==> config.mk <==
export PLATFORM = sky130hd
export DESIGN_NAME = pipe_hazard_ctrl
export DESIGN_NICKNAME = d
export VERILOG_FILES = /design/src/rtl/pipe_hazard_ctrl_pkg.sv /design/src/rtl/hazard_scoreboard.sv /design/src/rtl/pipe_hazard_ctrl.sv
export SDC_FILE = /design/constraint.sdc
export NUM_CORES = 1
export LEC_CHECK = 0
export BUFFER_PORTS_ARGS = -buffer_cell sky130_fd_sc_hd__buf_2
export CAP_MARGIN = 20
export CORE_ASPECT_RATIO = 1.2
export CORE_MARGIN = 10
export CORE_UTILIZATION = 45
export CTS_BUF_LIST = sky130_fd_sc_hd__clkbuf_2 sky130_fd_sc_hd__clkbuf_4 sky130_fd_sc_hd__clkbuf_8
export DETAILED_ROUTE_END_ITERATION = 8
export MAX_ROUTING_LAYER = met4
export PLACE_DENSITY_LB_ADDON = 0.25
export SLEW_MARGIN = 20
export SYNTH_ARGS = -nofsm -noshare
export SYNTH_HDL_FRONTEND = slang
export SYNTH_SLANG_ARGS = --single-unit
==> constraint.sdc <==
create_clock -name clk -period 3.15 [get_ports clk]
set_input_delay 0.7875 -clock clk [delete_from_list [all_inputs] [get_ports clk]]
set_output_delay 0.7875 -clock clk [all_outputs]
set_load 0.01 [all_outputs]
==> src/rtl/pipe_hazard_ctrl_pkg.sv <==
// pipe_hazard_ctrl_pkg: shared constants, scoreboard entry type and match helper.
// Entry dst is stored at ADDR_MAX bits so the struct stays unparameterised.
package pipe_hazard_ctrl_pkg;
    localparam int FWD_REGFILE = 0;
    localparam int STG_EXE     = 1;
    localparam int STG_MEM     = 2;
    localparam int ADDR_MAX    = 8;

    typedef struct packed {
        logic [ADDR_MAX-1:0] dst;
        logic                wen;
        logic                load;
    } sb_entry_t;

    function automatic logic sb_hit(sb_entry_t e, logic [ADDR_MAX-1:0] src, logic used);
        return used && e.wen && (e.dst != '0) && (e.dst == src);
    endfunction
endpackage

==> src/rtl/hazard_scoreboard.sv <==
// hazard_scoreboard: in-flight write shift register with youngest-first match,
// producing forwarding selects, store-data forward and load-use stall.
module hazard_scoreboard
    import pipe_hazard_ctrl_pkg::*;
#(
    parameter int DEPTH    = 3,
    parameter int LOAD_LAT = 1,
    parameter int ADDR_W   = 5,
    parameter int SEL_W    = $clog2(DEPTH + 1)
) (
    input  logic              clk,
    input  logic              rst,
    input  logic              hold_i,
    input  logic              push_i,
    input  sb_entry_t         push_e_i,
    input  logic [ADDR_W-1:0] rs_i,
    input  logic [ADDR_W-1:0] rt_i,
    input  logic              rs_used_i,
    input  logic              rt_used_i,
    input  logic              is_store_i,
    output logic [SEL_W-1:0]  fwd_a_sel_o,
    output logic [SEL_W-1:0]  fwd_b_sel_o,
    output logic              fwd_m_o,
    output logic              load_stall_o
);
    sb_entry_t sb_q [1:DEPTH];
    logic hit_a, hit_b, ld_a, ld_b, stall_a, stall_b, m_ok;
    logic [SEL_W-1:0] idx_a, idx_b;

    always_ff @(posedge clk) begin
        if (rst) begin
            for (int k = 1; k <= DEPTH; k++) sb_q[k] <= '0;
        end else if (!hold_i) begin
            sb_q[1] <= push_i ? push_e_i : '0;
            for (int k = 2; k <= DEPTH; k++) sb_q[k] <= sb_q[k-1];
        end
    end

    // Scan oldest to youngest so the youngest match is the one left standing.
    always_comb begin
        hit_a = 1'b0;
        ld_a  = 1'b0;
        idx_a = '0;
        hit_b = 1'b0;
        ld_b  = 1'b0;
        idx_b = '0;
        for (int k = DEPTH; k >= 1; k--) begin
            if (sb_hit(sb_q[k], ADDR_MAX'(rs_i), rs_used_i)) begin
                hit_a = 1'b1;
                ld_a  = sb_q[k].load;
                idx_a = SEL_W'(k);
            end
            if (sb_hit(sb_q[k], ADDR_MAX'(rt_i), rt_used_i)) begin
                hit_b = 1'b1;
                ld_b  = sb_q[k].load;
                idx_b = SEL_W'(k);
            end
        end
    end

    assign stall_a = hit_a && ld_a && (idx_a <= SEL_W'(LOAD_LAT));
    assign stall_b = hit_b && ld_b && (idx_b <= SEL_W'(LOAD_LAT));
    // Store data can be picked up at the MEM write port when only rt waits on the load.
    assign m_ok = is_store_i && stall_b && (idx_b == SEL_W'(LOAD_LAT)) && !(hit_a && idx_a == idx_b);
    assign load_stall_o = stall_a || (stall_b && !m_ok);
    assign fwd_m_o      = m_ok && !load_stall_o;
    assign fwd_a_sel_o  = (hit_a && !stall_a) ? idx_a : SEL_W'(FWD_REGFILE);
    assign fwd_b_sel_o  = (hit_b && !stall_b) ? idx_b : SEL_W'(FWD_REGFILE);
endmodule

==> src/rtl/pipe_hazard_ctrl.sv <==
// pipe_hazard_ctrl: hazard, forwarding and stage-control unit for a DEPTH-stage back end.
// Optional single-step debug hold under PIPE_HAZARD_DEBUG_STEP_EN.
module pipe_hazard_ctrl
    import pipe_hazard_ctrl_pkg::*;
#(
    parameter int DEPTH    = 3,
    parameter int LOAD_LAT = 1,
    parameter int ADDR_W   = 5,
    parameter int SEL_W    = $clog2(DEPTH + 1)
) (
    input  logic              clk,
    input  logic              rst,
`ifdef PIPE_HAZARD_DEBUG_STEP_EN
    input  logic              debug_en,
    input  logic              debug_step,
`endif
    input  logic              id_valid,
    input  logic [ADDR_W-1:0] id_rs,
    input  logic [ADDR_W-1:0] id_rt,
    input  logic              id_rs_used,
    input  logic              id_rt_used,
    input  logic [ADDR_W-1:0] id_dst,
    input  logic              id_wen,
    input  logic              id_is_load,
    input  logic              id_is_store,
    input  logic              jump_en,
    input  logic              rom_stall,
    input  logic              ram_stall,
    output logic [SEL_W-1:0]  fwd_a_sel,
    output logic [SEL_W-1:0]  fwd_b_sel,
    output logic              fwd_m,
    output logic              load_stall,
    output logic              if_en,
    output logic              if_rst,
    output logic              id_en,
    output logic              id_rst,
    output logic [DEPTH-1:0]  bk_en,
    output logic [DEPTH-1:0]  bk_rst,
    output logic [31:0]       stall_cnt
);
    logic dbg_hold, hold, push, sb_fwd_m, sb_stall;
    logic [SEL_W-1:0] sb_a, sb_b;
    logic [31:0] stall_cnt_q;
    sb_entry_t push_e;

`ifdef PIPE_HAZARD_DEBUG_STEP_EN
    logic debug_step_prev_q;
    always_ff @(posedge clk) debug_step_prev_q <= rst ? 1'b0 : debug_step;
    assign dbg_hold = debug_en && !(debug_step && !debug_step_prev_q);
`else
    assign dbg_hold = 1'b0;
`endif

    assign hold   = ram_stall || dbg_hold;
    assign push   = id_valid && !rom_stall && !load_stall;
    assign push_e = '{dst: ADDR_MAX'(id_dst), wen: id_wen, load: id_is_load};

    hazard_scoreboard #(
        .DEPTH(DEPTH), .LOAD_LAT(LOAD_LAT), .ADDR_W(ADDR_W), .SEL_W(SEL_W)
    ) u_sb (
        .clk(clk), .rst(rst), .hold_i(hold), .push_i(push), .push_e_i(push_e),
        .rs_i(id_rs), .rt_i(id_rt), .rs_used_i(id_rs_used), .rt_used_i(id_rt_used),
        .is_store_i(id_is_store), .fwd_a_sel_o(sb_a), .fwd_b_sel_o(sb_b),
        .fwd_m_o(sb_fwd_m), .load_stall_o(sb_stall)
    );

    assign fwd_a_sel  = rst ? '0 : sb_a;
    assign fwd_b_sel  = rst ? '0 : sb_b;
    assign fwd_m      = sb_fwd_m && !rst;
    assign load_stall = sb_stall && !rst;

    // A jump is only honoured on a cycle with no stall; ID presents it again afterwards.
    always_comb begin
        if_en  = 1'b1;
        id_en  = 1'b1;
        bk_en  = '1;
        if_rst = 1'b0;
        id_rst = 1'b0;
        bk_rst = '0;
        if (rst) begin
            if_rst = 1'b1;
            id_rst = 1'b1;
            bk_rst = '1;
        end else if (hold) begin
            if_en = 1'b0;
            id_en = 1'b0;
            bk_en = '0;
        end else if (rom_stall || load_stall) begin
            if_en = 1'b0;
            id_en = 1'b0;
            bk_rst[STG_EXE-1] = 1'b1;
        end else if (jump_en) begin
            id_rst = 1'b1;
        end
    end

    always_ff @(posedge clk) begin
        if (rst) stall_cnt_q <= '0;
        else if (ram_stall || rom_stall || load_stall) stall_cnt_q <= stall_cnt_q + 32'd1;
    end
    assign stall_cnt = stall_cnt_q;
endmodule

==> impl_metrics.toml <==
[floorplan]
dieWidth_um = 93.26
dieArea_um2 = 10060
ios = 74
start_util_pct = 47.28
num_rows = 31
coreArea_um2 = 6128
fp.dieH_um = 107.9

[sta]
layout_min_cycle_time_ns = 3.136
maxSlewHeadroom_pct = 39.17
whs_ns = 0.4840
grt_setup_unrepaired = "true"
fmax_ghz = 0.3189
fin_ws_ns = 0.01438
period_share_pct = 99.54
tightest_slew_ns = 0.9099
finClkSkew_ns = 0.01123
hold_viol = 0
finalSetupViolations = 0
final-max-slew-violation-count = 0

[layout]
syn2layout_area_growth_pct = 27.68
final_common_cell = "buf_2"
drive_above_1_share_pct = 31.60
final_nets = 431
final_cell_mix = "72 x buf_2, 32 x dfxtp_1, 29 x buf_4"
fillers = 567
n_antenna_cell = 0

[route]
vias_per_cell = 5.704
finalWirelength_um = 8195
drt_iter0_drc = 159
drtPass1Iterations = 4
routedWlPerCell_um = 16.83
detail-route-antenna-nets = 0
drc_errors = 0
vias = 2778

[logic_synthesis]
synth-edff-count = 19
ys_ff_latch = 51
ys_seq_area_share_pct = 41.80
syn_nets = 339
synth_area_leader_cell = "dfxtp_1"
synth_compound_area_share_pct = 15.80
synth_mux_area_share_pct = 0.3454
synth_top_family_by_area = "simple AND/OR/NAND/NOR gates"
avgSynthCellArea_um2 = 9.288
synth-simple-area-share_pct = 27.03
yosysTopAreaCellShare_pct = 22.11
yosys-top-cells-area = "dfxtp_1 22%, edfxtp_1 20%, xnor2_1 7.0%, or4_1 5.4%, a21oi_1 5.2%"
ys_warn_count = 0
yosys.area_share.xor_xnor_pct = 9.974
ys_types = 42
synth_area_um2 = 2898
synthAdderAreaFrac_pct = 0.4318
syn-instance-count = 312
synthArstFlopShare_pct = 0
synth_flop_cell = "dfxtp_1"

[clock_tree]
cts_buffers = 5
cts.clk_slew.worst_paths_ns = 0.10
tritoncts = "done"
clockRootBuffer = "clkbuf_8"
cts_buffer_depth = 2
cts_num_sinks = 51
insertion_delay_ns = 0.32
htree_levels = 2
hold_buffers = 0

[grt]
antenna_found_initial = 0
grt_max_degree = 41
gr-total-overflow = 0
grt_util_all_layers_pct = 16.34
first_global_vias = 2702
grt_pass1_wl_um = 13110

[setup_path]
path_buf_inv = 4
crit_family = "simple AND/OR/NAND/NOR gates"
cp-end-kind = "primary output"
cp_cell_sequence = "or4_4 > nor2_1 > nand4b_1 > inv_2 > buf_4 > buf_4 > nor3_2 > buf_2"
reg2reg_depth = 10
critPathMaxFanout = 4
cp_common_cell = "buf_4"
critPathLaunchType = "register"
crit_type = "reg2out"
critPathMaxStageDelay_ns = 0.58
required_ns = 2.36
crit_slowest_cell = "or4_4"
crit_arrival_ns = 2.35
cp_num_cells = 8

[outcome]
status = "finished clean"

[run]
max-cap-violations = 0

[placed_design]
io_buffers = 73
dp_hpwl_um = 5935
pre_cts_ws_ns = 0.07151
finalWeightedCongestion = 0.9045

[hold_path]
min_path_cells = 2
hp-class = "reg2reg"

[power_and_ir_drop]
p_total_mw = 1.379
leakage_nw = 1.412
max-vdd-ir-drop_mv = 0.2116
power_density_nw_per_um2 = 372.8
## final cells by class
| type | count | area [um2] | share of cell area (%) |
|---|---|---|---|
| Clock buffer | 5 | 68.82 | 1.860 |
| Clock inverter | 3 | 45.04 | 1.217 |
| Inverter | 6 | 22.52 | 0.6087 |
| Multi-Input combinational cell | 236 | 1625 | 43.93 |
| Sequential cell | 51 | 1211 | 32.74 |
| Tap cell | 82 | 102.6 | 2.773 |
| Timing Repair Buffer | 104 | 624.3 | 16.88 |
## tightest hold or removal path, stage by stage (launching register included)
cell	delay (ns)
dfxtp_1	0.33
o31ai_1	0.06
a21oi_1	0.06
## logic make-up after synthesis
logic type                 Yosys count
AOI/OAI and AO/OA                   72
xor gates and xnor gates            33
adders and majority gates            1
buffers and inverters               25
DFF                                 51
muxes                                1
and+or+nand+nor                    129
## path summary, 6_finish.rpt
path / startpoint / endpoint / slack (ns)
min: stall_cnt[31] / stall_cnt[31] / 0.48
max: u_sb.sb_q[0][12] / fwd_a_sel[1] / 0.01
max reg2reg: u_sb.sb_q[0][15] / stall_cnt[23] / 0.46
min reg2reg: stall_cnt[31] / stall_cnt[31] / 0.48
## routing by layer
metal | global-route usage (%) | share of wire (%) | up-vias
met1 | 19.87 | 42 | 1320
met2 | 25.70 | 49 | 88
met3 | 3.978 | 6.3 | 16
met4 | 5.740 | 1.9 | 0
met5 | - | 0 | -
li1 | - | - | 1354
## sequential cells by signal (all words and copies together) (netlist names)
name,count
u_sb.sb_q,19
stall_cnt,32
## where the power goes
group          total (mW)  leakage [nW]  internal [mW]  switching [mW]
Sequential          0.724         0.467          0.703          0.0213
Clock               0.475        0.0591          0.240           0.234
Combinational       0.180         0.886         0.0873          0.0928
Total                1.38          1.41           1.03           0.349
## through the flow
| step | utilization, % | area (um2) | TNS, ns | cells |
|---|---|---|---|---|
| after floorplan | - | 2898 | 0 | 312 |
| after global placement | 55.88 | 3425 | 0 | 469 |
| after detailed placement | 55.88 | 3425 | 0 | 469 |
| after CTS | 58.25 | 3570 | 0 | 478 |
| after global routing | 60.37 | 3700 | -0.5246 | 487 |
| final | 60.37 | 3700 | 0 | 487 |
## repair_timing
action	4_1_cts	5_1_grt
setup buffers	1	9
setup endpoints to repair	1	9
resized for setup	5	13
pin swaps	1	7
## cell usage after synthesis, drive strengths merged (2+ instances only)
| cell | n |
|---|---|
| or2 | 2 |
| o21ai | 13 |
| xnor2 | 23 |
| dfxtp | 32 |
| nor3 | 6 |
| or3 | 11 |
| nand3 | 8 |
| clkbuf | 9 |
| edfxtp | 19 |
| and4 | 5 |
| inv | 6 |
| nand4 | 14 |
| buf | 10 |
| or4 | 22 |
| and2 | 22 |
| o211ai | 2 |
| nand2b | 2 |
| a21oi | 30 |
| o2111ai | 2 |
| nand2 | 14 |
| xor2 | 10 |
| nor4 | 4 |
| and3 | 2 |
| nor2 | 14 |
| o31ai | 19 |
Power figures use the tool's default switching activity.
